**src/rtl/fifo_pkg.sv**
```systemverilog
// fifo_pkg: shared defaults and helpers for the dual-port-RAM FIFO.
//   FIFO_DEPTH_DEF / FIFO_WIDTH_DEF : default geometry
//   addr_w(depth)                   : RAM address width
//   fifo_ptr_t                      : pointer/count type for the default depth
//                                     (address bits plus one wrap bit)
package fifo_pkg;

  localparam int FIFO_DEPTH_DEF = 16;
  localparam int FIFO_WIDTH_DEF = 8;

  function automatic int addr_w(input int depth);
    return $clog2(depth);
  endfunction

  localparam int FIFO_AW_DEF = $clog2(FIFO_DEPTH_DEF);

  typedef logic [FIFO_AW_DEF:0] fifo_ptr_t;

endpackage

```
**src/rtl/fifo_using_dualport_ram.sv**
```systemverilog
// dual_port_ram: simple dual-port RAM, one write port and one read port.
//   wclk, we, waddr, wdata : synchronous write port
//   rclk, re, raddr, rdata : synchronous read port; rdata is registered and
//                            holds its value while re is low
// The storage is not reset.
module dual_port_ram
  import fifo_pkg::*;
#(
  parameter int depth = FIFO_DEPTH_DEF,
  parameter int width = FIFO_WIDTH_DEF,
  localparam int AW   = addr_w(depth)
) (
  input  logic             wclk,
  input  logic             we,
  input  logic [AW-1:0]    waddr,
  input  logic [width-1:0] wdata,
  input  logic             rclk,
  input  logic             re,
  input  logic [AW-1:0]    raddr,
  output logic [width-1:0] rdata
);

  logic [width-1:0] mem [depth];
  logic [width-1:0] rdata_q;

  always_ff @(posedge wclk) begin
    if (we) mem[waddr] <= wdata;
  end

  always_ff @(posedge rclk) begin
    if (re) rdata_q <= mem[raddr];
  end

  assign rdata = rdata_q;

endmodule

```
**src/rtl/fifo_using_dualport.sv**
```systemverilog
// fifo_using_dualport: single-clock FIFO over a simple dual-port RAM.
//   clk, rst (sync, active high)
//   wr_en, fifo_in            : producer side; accepted when !full
//   rd_en, fifo_out           : consumer side; accepted when !empty,
//                               fifo_out valid one cycle after acceptance
//   full, empty, almost_full, almost_empty : decoded from registered count
//   overflow, underflow       : sticky error flags, present only when
//                               FIFO_ERR_FLAGS_EN is defined
module fifo_using_dualport
  import fifo_pkg::*;
#(
  parameter int depth = FIFO_DEPTH_DEF,
  parameter int width = FIFO_WIDTH_DEF
) (
  input  logic             clk,
  input  logic             rst,
  input  logic             wr_en,
  input  logic             rd_en,
  input  logic [width-1:0] fifo_in,
  output logic [width-1:0] fifo_out,
  output logic             full,
  output logic             empty,
  output logic             almost_full,
`ifdef FIFO_ERR_FLAGS_EN
  output logic             almost_empty,
  output logic             overflow,
  output logic             underflow
`else
  output logic             almost_empty
`endif
);

  localparam int          AW    = addr_w(depth);
  localparam logic [AW:0] ONE   = (AW+1)'(1);
  localparam logic [AW:0] FULLC = (AW+1)'(depth);
  localparam logic [AW:0] AFC   = (AW+1)'(depth - 1);

  logic [AW:0]      wr_ptr_q, wr_ptr_d;
  logic [AW:0]      rd_ptr_q, rd_ptr_d;
  logic [AW:0]      count_q, count_d;
  logic             out_vld_q, out_vld_d;
  logic             wr_acc, rd_acc;
  logic [width-1:0] ram_rdata;

  // Flags decode only the registered count.
  assign full         = (count_q == FULLC);
  assign empty        = (count_q == '0);
  assign almost_full  = (count_q >= AFC);
  assign almost_empty = (count_q <= ONE);

  // Gating with rst keeps the RAM and read register untouched during reset.
  assign wr_acc = wr_en && !full  && !rst;
  assign rd_acc = rd_en && !empty && !rst;

  always_comb begin
    wr_ptr_d  = wr_ptr_q;
    rd_ptr_d  = rd_ptr_q;
    count_d   = count_q;
    out_vld_d = out_vld_q | rd_acc;
    if (wr_acc) wr_ptr_d = wr_ptr_q + ONE;
    if (rd_acc) rd_ptr_d = rd_ptr_q + ONE;
    unique case ({wr_acc, rd_acc})
      2'b10:   count_d = count_q + ONE;
      2'b01:   count_d = count_q - ONE;
      default: count_d = count_q;
    endcase
  end

  always_ff @(posedge clk) begin
    if (rst) begin
      wr_ptr_q  <= '0;
      rd_ptr_q  <= '0;
      count_q   <= '0;
      out_vld_q <= 1'b0;
    end else begin
      wr_ptr_q  <= wr_ptr_d;
      rd_ptr_q  <= rd_ptr_d;
      count_q   <= count_d;
      out_vld_q <= out_vld_d;
    end
  end

  dual_port_ram #(.depth(depth), .width(width)) u_ram (
    .wclk  (clk),
    .we    (wr_acc),
    .waddr (wr_ptr_q[AW-1:0]),
    .wdata (fifo_in),
    .rclk  (clk),
    .re    (rd_acc),
    .raddr (rd_ptr_q[AW-1:0]),
    .rdata (ram_rdata)
  );

  // The RAM read register has no reset; until the first accepted read after
  // reset the output is forced to zero instead.
  assign fifo_out = out_vld_q ? ram_rdata : '0;

`ifdef FIFO_ERR_FLAGS_EN
  logic ovf_q, ovf_d, unf_q, unf_d;

  always_comb begin
    ovf_d = ovf_q | (wr_en && full);
    unf_d = unf_q | (rd_en && empty);
  end

  always_ff @(posedge clk) begin
    if (rst) begin
      ovf_q <= 1'b0;
      unf_q <= 1'b0;
    end else begin
      ovf_q <= ovf_d;
      unf_q <= unf_d;
    end
  end

  assign overflow  = ovf_q;
  assign underflow = unf_q;
`endif

endmodule

```
**config.mk**
```make
export PLATFORM = sky130hd
export DESIGN_NAME = fifo_using_dualport
export DESIGN_NICKNAME = d
export VERILOG_FILES = /design/src/rtl/fifo_pkg.sv /design/src/rtl/fifo_using_dualport_ram.sv /design/src/rtl/fifo_using_dualport.sv
export SDC_FILE = /design/constraint.sdc
export NUM_CORES = 1
export LEC_CHECK = 0
export BUFFER_PORTS_ARGS = -buffer_cell sky130_fd_sc_hd__buf_2
export CAP_MARGIN = 20
export CORE_MARGIN = 3
export CORE_UTILIZATION = 64
export CTS_BUF_LIST = sky130_fd_sc_hd__clkbuf_8
export DETAILED_ROUTE_END_ITERATION = 6
export GPL_TIMING_DRIVEN = 0
export PLACE_DENSITY = 0.83
export SYNTH_ARGS = -nofsm -noshare
export SYNTH_HDL_FRONTEND = slang
export SYNTH_SLANG_ARGS = --single-unit
```
**constraint.sdc**
```tcl
create_clock -name clk -period 4 [get_ports clk]
set_input_delay 0.8 -clock clk [delete_from_list [all_inputs] [get_ports clk]]
set_output_delay 0.8 -clock clk [all_outputs]
set_load 0.01 [all_outputs]
```
==> impl_metrics.py, run 1 <==
metrics = {
    "pwr": {
        "share_clk_of_total_power_pct": 33.2,
        "internal_power_mw": 2.44,
        "power.sequential.fraction_pct": 53.7,
        "peakVddDrop_uv": 321,
        "combinationalPowerShare_pct": 13.2,
        "leakage_nw": 2.29,
        "switching_power_mw": 0.841,
        "switching_share_pct": 25.6,
        "total_power_density_per_cell_area_mw_per_mm2": 480,
    },
    "yosys": {
        "synthAdderAreaFrac_pct": 2.23,
        "flops_latches_synth": 150,
        "postSynthAreaPerCell_um2": 16.6,
        "netlist_instances": 371,
        "synthXorXnorAreaFrac_pct": 1.28,
        "ys_top_cells_by_area": "edfxtp_1, mux4_2, mux2i_1",
        "syn_area_mm2": 0.00617,
        "postSynthNetCount": 394,
        "synth_cell_types": 41,
        "synth_largest_type_area_fraction_pct": 66.2,
        "synth_simple_gate_area_share_pct": 6.57,
        "synth.yosys.warnings": 0,
        "synth_top_family_by_area": "multiplexers",
        "synth-seq-area-share_pct": 70.7,
        "synth-compound-area-share_pct": 4.91,
        "portion_of_netlist_area_occupied_by_mux_cells_pct": 11.2,
        "yosys.area.top_type": "edfxtp_1",
    },
    "place": {
        "placement.io_buffers": 22,
        "globalplace.congestion": 0.849,
        "place.detailed.hpwl_mm": 7.83,
    },
    "floorplanning": {
        "floorplan.die.width_um": 104,
        "io_pins": 24,
        "std_cell_rows": 35,
        "design.die.area_mm2": 0.0109,
        "initial_utilization_pct": 66.5,
        "core_mm2": 0.00928,
        "die_height_um": 104,
    },
    "timing": {
        "fin_skew_ps": 12.1,
        "maxSlewHeadroom_pct": 48.0,
        "hold_viol": 0,
        "post_route_fraction_of_the_period_consumed_by_the_critical_path_pct": 79.1,
        "final_layout_setup_total_negative_slack_ps": 0,
        "final_period_minus_worst_setup_slack_ps": 3160,
        "clock.fmax_ghz": 0.316,
        "setup_viol_count_final": 0,
        "final_max_slew_viol_count": 0,
        "tightestPinTransition_ps": 777,
        "unrepaired_setup_endpoints_after_global_routing": "no",
        "hold-worst-slack_ps": 547,
    },
    "clock_tree": {
        "clk_path_buf_depth": 2,
        "number_of_buffers_inserted_during_clock_tree_synthesis": 17,
        "cts_root_buffer": "clkbuf_8",
        "cts_resized": 0,
        "cts_num_sinks": 150,
        "clk-insertion-delay-late_ps": 430,
        "cts.hold.buffers_added": 0,
        "cts_tree": "done",
        "cts.clk_slew.worst_paths_ps": 90,
        "postCtsSetupBuffers": 0,
        "cts_htree_levels": 4,
    },
    "detailed_routing": {
        "met2_wire_len_mm": 5.91,
        "route.detailed.vias_per_inst": 5.97,
        "wl_mm": 11.6,
        "remaining_drc_errors": 0,
        "route.top_layer_used": "met4",
        "wl_met3_um": 946,
        "postRouteAntennaNets": 0,
        "dr_total_vias": 3333,
        "routedLengthMet1_mm": 4.58,
        "drt_iter0_drc": 364,
        "wire_per_inst_um": 20.8,
        "drt_pre_antenna_iters": 5,
    },
    "final_layout": {
        "final_net_count": 439,
        "diodes": 0,
        "areaGrowthSynthToFinish_pct": 10.9,
        "layout-drive-gt1-share_pct": 21.9,
    },
    "outcome": {
        "status": "complete, no violations",
    },
    "worst_setup_path": {
        "worstSetupEndpointType": "register",
        "timing.critical_path.buf_inv": 3,
        "worst_path_max_delay_cell": "nor2_1",
        "worst_ep_required_time_ps": 4320,
        "r2r_cells": 12,
        "worstPathMaxFanout": 9,
        "cp_slowest_stage_delay_ps": 530,
        "timing.critical_path.from_type": "register",
        "critical_path_arrival_ps": 3480,
        "timing.critical_path.depth": 12,
        "timing.critical_path.max_delay_family": "simple AND/OR/NAND/NOR gates",
        "crit_type": "register to register",
        "timing.critical_path.cells": "inv_1 > ha_1 > or4b_4 > buf_6 > nand2_2 > nor2_1 > ha_1 > clkbuf_2 > or4b_1 > a21oi_1 > xnor2_1 > nor2_1",
    },
    "grt": {
        "grt_pass1_vias": 3166,
        "grt_antenna_before_repair": 0,
        "wire_length_of_the_first_global_routing_pass_mm": 18.1,
        "grt-ovfl-total": 0,
        "largest_net_degree_at_the_start_of_global_routing": 17,
        "groute.usage.overall_pct": 22.9,
    },
    "hold_path": {
        "min_path_cells": 2,
        "holdCritPathClass": "register to register",
    },
    "run": {
        "max_cap_viol_count": 0,
    },
}
sequential cells by signal, summed over array words and instances (netlist names):
signal / count
count_q: 5
wr_ptr_q: 4
rd_ptr_q: 4
u_ram.rdata: 8
u_ram.mem: 128
out_vld_q: 1
per-layer routing:
metal	track usage, %	up-vias
met4	7.12	0
met3	5.96	16
met5	0	-
met1	30.8	1622
met2	37.0	163
li1	-	1532
tightest hold or removal path, delay by kind of cell (launching register included):
family / cells / cell delay (ps)
and+or+nand+nor: 1 / 80
DFF: 1 / 360
AOI/OAI and AO/OA: 1 / 60
power by group through the flow:
| stage | sequential [mW] | clock, mW | combinational (mW) |
|---|---|---|---|
| floorplan | 1.79 | 0 | 0.311 |
| global placement | 1.79 | 0 | 0.421 |
| detailed placement | 1.80 | 0 | 0.434 |
| CTS | 1.76 | 1.10 | 0.434 |
| global route | 1.77 | 1.17 | 0.466 |
| finish | 1.76 | 1.09 | 0.432 |
stage by stage:
stage               setup slack, ps  cells  total power [mW]  area, um2  util, %
finish                          838    558              3.28       6840     73.7
global route                    649    558              3.40       6840     73.7
CTS                             806    558              3.29       6840     73.7
detailed placement              689    526              2.23       6460     69.6
global placement                709    522              2.22       6440     69.4
floorplan                      1140    371              2.10       6170        -
logic make-up after synthesis:
kind of cell               count (synthesis)
DFF                                      150
buffers and inverters                     33
and+or+nand+nor                           76
xor gates and xnor gates                   9
AOI/OAI and AO/OA                         43
muxes                                     49
adders and majority gates                 11
layout by cell type, fill, tap and decap left out, types with 3 or more instances in the layout:
cell	instances
dfxtp_1	14
a22oi_1	8
nand2b_1	3
clkbuf_8	17
xnor2_1	4
nand3_1	4
buf_4	4
and2_1	10
clkbuf_1	7
xor2_1	5
edfxtp_1	136
mux2i_1	33
a21oi_1	7
inv_1	10
mux4_2	16
clkinv_4	3
nor3_1	6
o21ai_0	7
ha_1	11
nor2_1	24
clkinvlp_4	3
inv_6	4
nand2_1	16
buf_6	6
a221oi_1	16
buf_2	29
final timing paths:
kind,slack (ps),to,start
max reg2reg,840,count_q[3],count_q[0]
min reg2reg,550,wr_ptr_q[1],wr_ptr_q[1]
max,840,count_q[3],count_q[0]
min,550,wr_ptr_q[1],wr_ptr_q[1]
synth_stat cells:
cell type / n
a211oi_1: 1
a22oi_1: 8
or4b_4: 1
edfxtp_1: 136
a21oi_1: 7
mux2i_1: 33
nor4_1: 1
o22ai_1: 1
nor3_1: 6
mux4_2: 16
and2_1: 10
nor2b_1: 1
clkbuf_1: 7
inv_1: 10
o21ai_0: 7
xnor2_1: 4
nand2_1: 16
o22a_1: 1
nand3_1: 4
a221oi_1: 16
nand4_4: 1
or3_1: 1
buf_4: 3
buf_6: 6
buf_2: 4
clkinv_1: 1
nand2b_1: 3
o21ai_1: 2
clkbuf_2: 1
xor2_1: 5
nand2_2: 1
dfxtp_1: 14
nand4bb_2: 1
nand4_1: 2
ha_1: 11
or4b_1: 1
nand4b_1: 1
or3b_2: 1
clkbuf_4: 1
nor2_1: 24
and3_2: 1
final cells by class:
class / count / area, um2
Tap cell: 129 / 161
Fill cell: 553 / 2440
Buffer: 22 / 149
Timing Repair Buffer: 26 / 133
Clock buffer: 17 / 234
Sequential cell: 150 / 4360
Multi-Input combinational cell: 188 / 1620
Inverter: 11 / 41.3
Clock inverter: 15 / 145
Note: power is estimated with default switching activity, not from simulation.
==> run 2: changes to the inputs <==
clock period = 3.14 ns   (was 4 ns; I/O delays follow)
==> impl_metrics.py, run 2 (same netlist as run 1, synthesis figures left out) <==
metrics = {
    "final_layout": {
        "areaGrowthSynthToFinish_pct": 11.0,
        "diodes": 0,
        "largest_register_ff_count": 128,
        "layout_commonest_cell": "edfxtp_1",
        "layout.core_utilization_pct": 73.8,
        "most-common-layout-cells": "edfxtp_1, mux2i_1, buf_2, nor2_1, clkbuf_8",
        "finalInstanceArea_mm2": 0.00685,
        "largest-register": "u_ram.mem",
        "final_net_count": 439,
        "layout-drive-gt1-share_pct": 22.4,
    },
    "detailed_routing": {
        "routedLengthMet1_mm": 4.52,
        "route.top_layer_used": "met4",
        "remaining_drc_errors": 0,
        "postRouteAntennaNets": 0,
        "wl_mm": 11.5,
        "drt_pre_antenna_iters": 5,
        "drt_iter0_drc": 339,
        "route.detailed.vias_per_inst": 5.93,
        "wire_per_inst_um": 20.7,
        "dr_total_vias": 3309,
        "met2_wire_len_mm": 5.85,
        "wl_met3_um": 957,
    },
    "grt": {
        "grt_pass1_vias": 3166,
        "groute.usage.overall_pct": 22.9,
        "largest_net_degree_at_the_start_of_global_routing": 17,
        "wire_length_of_the_first_global_routing_pass_mm": 18.1,
        "grt_antenna_before_repair": 0,
        "grt-ovfl-total": 0,
    },
    "pwr": {
        "total_power_density_per_cell_area_mw_per_mm2": 610,
        "leakage_nw": 2.30,
        "peakVddDrop_uv": 408,
    },
    "floorplanning": {
        "io_pins": 24,
        "design.die.area_mm2": 0.0109,
        "initial_utilization_pct": 66.5,
        "std_cell_rows": 35,
        "die_height_um": 104,
        "core_mm2": 0.00928,
        "floorplan.die.width_um": 104,
    },
    "timing": {
        "clock.fmax_ghz": 0.339,
        "hold-worst-slack_ps": 489,
        "final_period_minus_worst_setup_slack_ps": 2950,
        "post_route_fraction_of_the_period_consumed_by_the_critical_path_pct": 94.0,
        "hold_viol": 0,
        "fin_skew_ps": 12.5,
        "setup_viol_count_final": 0,
        "final_max_slew_viol_count": 0,
        "tightestPinTransition_ps": 773,
        "maxSlewHeadroom_pct": 48.3,
        "unrepaired_setup_endpoints_after_global_routing": "no",
        "final.setup.worst_slack_ps": 190,
    },
    "place": {
        "dp_slack_ps": -40.2,
        "globalplace.congestion": 0.849,
        "placement.io_buffers": 22,
        "place_area_mm2": 0.00646,
        "place.detailed.hpwl_mm": 7.83,
    },
    "run": {
        "max_cap_viol_count": 0,
    },
    "worst_setup_path": {
        "timing.critical_path.from_type": "register",
        "worstPathMaxFanout": 9,
        "crit_type": "register to register",
        "worstSetupEndpointType": "register",
        "critical_path_arrival_ps": 3270,
        "worst_ep_required_time_ps": 3460,
    },
    "clock_tree": {
        "cts_num_sinks": 150,
        "clk-insertion-delay-late_ps": 440,
        "cts.hold.buffers_added": 0,
        "cts.clk_slew.worst_paths_ps": 90,
        "cts_root_buffer": "clkbuf_8",
        "number_of_buffers_inserted_during_clock_tree_synthesis": 17,
        "clk_path_buf_depth": 2,
        "cts_htree_levels": 4,
        "cts_tree": "done",
    },
    "outcome": {
        "status": "complete, no violations",
    },
    "hold_path": {
        "holdCritPathClass": "primary input to register",
    },
}
run 2: cell counts in the layout (fill, tap and decap cells not counted):
No cell type changed its count.
run 2: worst paths after layout:
path         depth (start not counted)        start  slack [ps]           to
max reg2reg                         12   count_q[0]         190   count_q[3]
min                                  3        wr_en         490  wr_ptr_q[1]
min reg2reg                          2  wr_ptr_q[1]         540  wr_ptr_q[1]
max                                 12   count_q[0]         190   count_q[3]
run 2: metrics by stage:
stage,power (mW),instances,setup TNS (ps)
after floorplan,2.68,371,0
after global placement,2.82,522,0
after detailed placement,2.84,526,-40.2
after CTS,4.20,558,0
after global routing,4.33,558,0
final,4.18,558,0
run 2: final cells by class:
cell class / count / area, um2
sequential: 150 / 4360
fill: 552 / 2430
tap: 129 / 161
timing repair buffer: 26 / 133
multi-input combinational: 188 / 1620
clock inverter: 15 / 145
clock buffer: 17 / 234
buffer: 22 / 149
inverter: 11 / 41.3
run 2: where the power goes:
part,internal (mW),leakage (nW),switching [mW]
clock network,0.644,0.185,0.743
logic,0.248,0.771,0.303
registers,2.22,1.34,0.0253
total,3.11,2.30,1.07
run 2: timing repair:
| action | in CTS | in global routing |
|---|---|---|
| endpoints found under the setup margin | 1 | 2 |
| setup buffers | 0 | 0 |
| gates resized for setup | 1 | 1 |
run 2: critical path: stages, from the launching register on:
cell	delay (ps)
dfxtp_1	490
inv_1	130
ha_1	250
or4b_4	220
buf_6	120
nand2_2	80
nor2_2	350
ha_1	220
clkbuf_2	190
or4b_1	440
a21oi_1	160
xnor2_1	130
nor2_1	50
run 2: per-layer routing:
layer / vias up / global-route usage, %
met5: - / 0
met4: 0 / 7.12
met3: 20 / 5.96
met2: 146 / 37.0
met1: 1612 / 30.8
li1: 1531 / -
==> run 3: changes to the inputs <==
clock period = 2.9 ns   (was 3.14 ns; I/O delays follow)
==> impl_metrics.py, run 3 (same netlist as run 1, synthesis figures left out) <==
metrics = {
    "outcome": {
        "status": "complete, no violations",
    },
    "final_layout": {
        "layout_commonest_cell": "edfxtp_1",
        "largest_register_ff_count": 128,
        "areaGrowthSynthToFinish_pct": 11.3,
        "largest-register": "u_ram.mem",
        "diodes": 0,
        "final_net_count": 439,
        "most-common-layout-cells": "edfxtp_1, mux2i_1, buf_2, nor2_1, clkbuf_8",
        "fin_cells": 558,
        "layout-drive-gt1-share_pct": 23.1,
    },
    "place": {
        "placement.io_buffers": 22,
        "place.detailed.instances": 526,
        "globalplace.congestion": 0.849,
        "place.detailed.hpwl_mm": 7.83,
        "dp_slack_ps": -280,
    },
    "worst_setup_path": {
        "worstPathMaxFanout": 9,
        "cp_slowest_stage_delay_ps": 450,
        "crit_type": "register to register",
        "worst_path_max_delay_cell": "or4b_1",
        "crit_path_frequent_cell": "ha_1",
        "worstSetupEndpointType": "register",
        "timing.critical_path.buf_inv": 3,
        "timing.critical_path.max_delay_family": "simple AND/OR/NAND/NOR gates",
        "timing.critical_path.cells": "inv_1 > ha_1 > or4b_4 > buf_6 > nand2_2 > nor2_4 > ha_1 > clkbuf_2 > or4b_1 > a21oi_1 > xnor2_1 > nor2_1",
        "timing.critical_path.from_type": "register",
        "critical_path_arrival_ps": 3030,
        "worst_ep_required_time_ps": 3220,
    },
    "clock_tree": {
        "cts_tree": "done",
        "cts.clk_slew.worst_paths_ps": 90,
        "number_of_buffers_inserted_during_clock_tree_synthesis": 17,
        "cts_num_sinks": 150,
        "cts.hold.buffers_added": 0,
        "cts_root_buffer": "clkbuf_8",
        "cts_htree_levels": 4,
        "clk-insertion-delay-late_ps": 440,
        "postCtsSetupBuffers": 0,
        "cts_resized": 3,
        "clk_path_buf_depth": 2,
    },
    "detailed_routing": {
        "wl_mm": 11.9,
        "postRouteAntennaNets": 0,
        "remaining_drc_errors": 0,
        "drt_iter0_drc": 291,
        "dr_total_vias": 3332,
        "drt_pre_antenna_iters": 5,
        "wire_per_inst_um": 21.4,
        "route.detailed.vias_per_inst": 5.97,
    },
    "timing": {
        "tightestPinTransition_ps": 777,
        "setup_viol_count_final": 0,
        "unrepaired_setup_endpoints_after_global_routing": "no",
        "final_max_slew_viol_count": 0,
        "hold_viol": 0,
        "final_period_minus_worst_setup_slack_ps": 2710,
        "fin_skew_ps": 14.7,
        "maxSlewHeadroom_pct": 48.0,
        "post_route_fraction_of_the_period_consumed_by_the_critical_path_pct": 93.5,
        "clock.fmax_ghz": 0.369,
        "final.setup.worst_slack_ps": 188,
    },
    "pwr": {
        "total_power_density_per_cell_area_mw_per_mm2": 662,
        "peakVddDrop_uv": 442,
        "leakage_nw": 2.31,
        "post-layout-total-power_mw": 4.54,
    },
    "grt": {
        "largest_net_degree_at_the_start_of_global_routing": 17,
        "grt-ovfl-total": 0,
        "wire_length_of_the_first_global_routing_pass_mm": 18.1,
        "grt_antenna_before_repair": 0,
        "groute.usage.overall_pct": 22.8,
        "grt_pass1_vias": 3187,
    },
    "floorplanning": {
        "design.die.area_mm2": 0.0109,
        "io_pins": 24,
        "core_mm2": 0.00928,
        "std_cell_rows": 35,
        "initial_utilization_pct": 66.5,
        "floorplan.die.width_um": 104,
        "die_height_um": 104,
    },
    "run": {
        "max_cap_viol_count": 0,
    },
    "hold_path": {
        "holdCritPathClass": "primary input to register",
    },
}
## run 3: changes by cell type in the layout (fill, tap and decap cells not counted)
cell,before,now
nor3_1,5,3
nor3_2,1,3
dfxtp_1,14,13
dfxtp_2,0,1
nor2_2,1,0
nor2_4,0,1
## run 3: layout make-up
type	count	area, um2
multi-input cells	188	1640
inverters	11	41.3
flip-flops and latches	150	4370
plain buffers	22	149
clock buffers	17	234
clock inverters	15	145
repair buffers	26	133
fillers	553	2420
well taps	129	161
## run 3: final timing paths
check | slack (ps) | to | start | depth (start not counted)
max | 190 | count_q[3] | count_q[1] | 12
max reg2reg | 190 | count_q[3] | count_q[1] | 12
min reg2reg | 540 | wr_ptr_q[1] | wr_ptr_q[1] | 2
min | 440 | wr_ptr_q[1] | wr_en | 3
## run 3: where the power goes
| group | switching, mW | internal (mW) |
|---|---|---|
| Combinational | 0.335 | 0.269 |
| Clock | 0.813 | 0.698 |
| Sequential | 0.0282 | 2.40 |
## run 3: metal layers
| metal | up-vias | global-route usage, % | wire length, um |
|---|---|---|---|
| met5 | - | 0 | 0 |
| met4 | 0 | 7.69 | 221 |
| met3 | 21 | 6.08 | 812 |
| met2 | 140 | 36.8 | 6100 |
| met1 | 1636 | 30.6 | 4800 |
| li1 | 1535 | - | - |
## run 3: metrics by stage
step                hold WS (ps)  setup TNS [ps]  util (%)  instance area [um2]
global placement             503            -196      69.4                 6440
global route                 439               0      74.0                 6870
detailed placement           525            -331      69.6                 6460
CTS                          432               0      73.8                 6860
floorplan                    482               0         -                 6170
finish                       444               0      74.0                 6870
## run 3: tightest hold or removal path, cell delays in order
cell	delay, ps
buf_2	120
nand3_1	80
a21oi_1	60
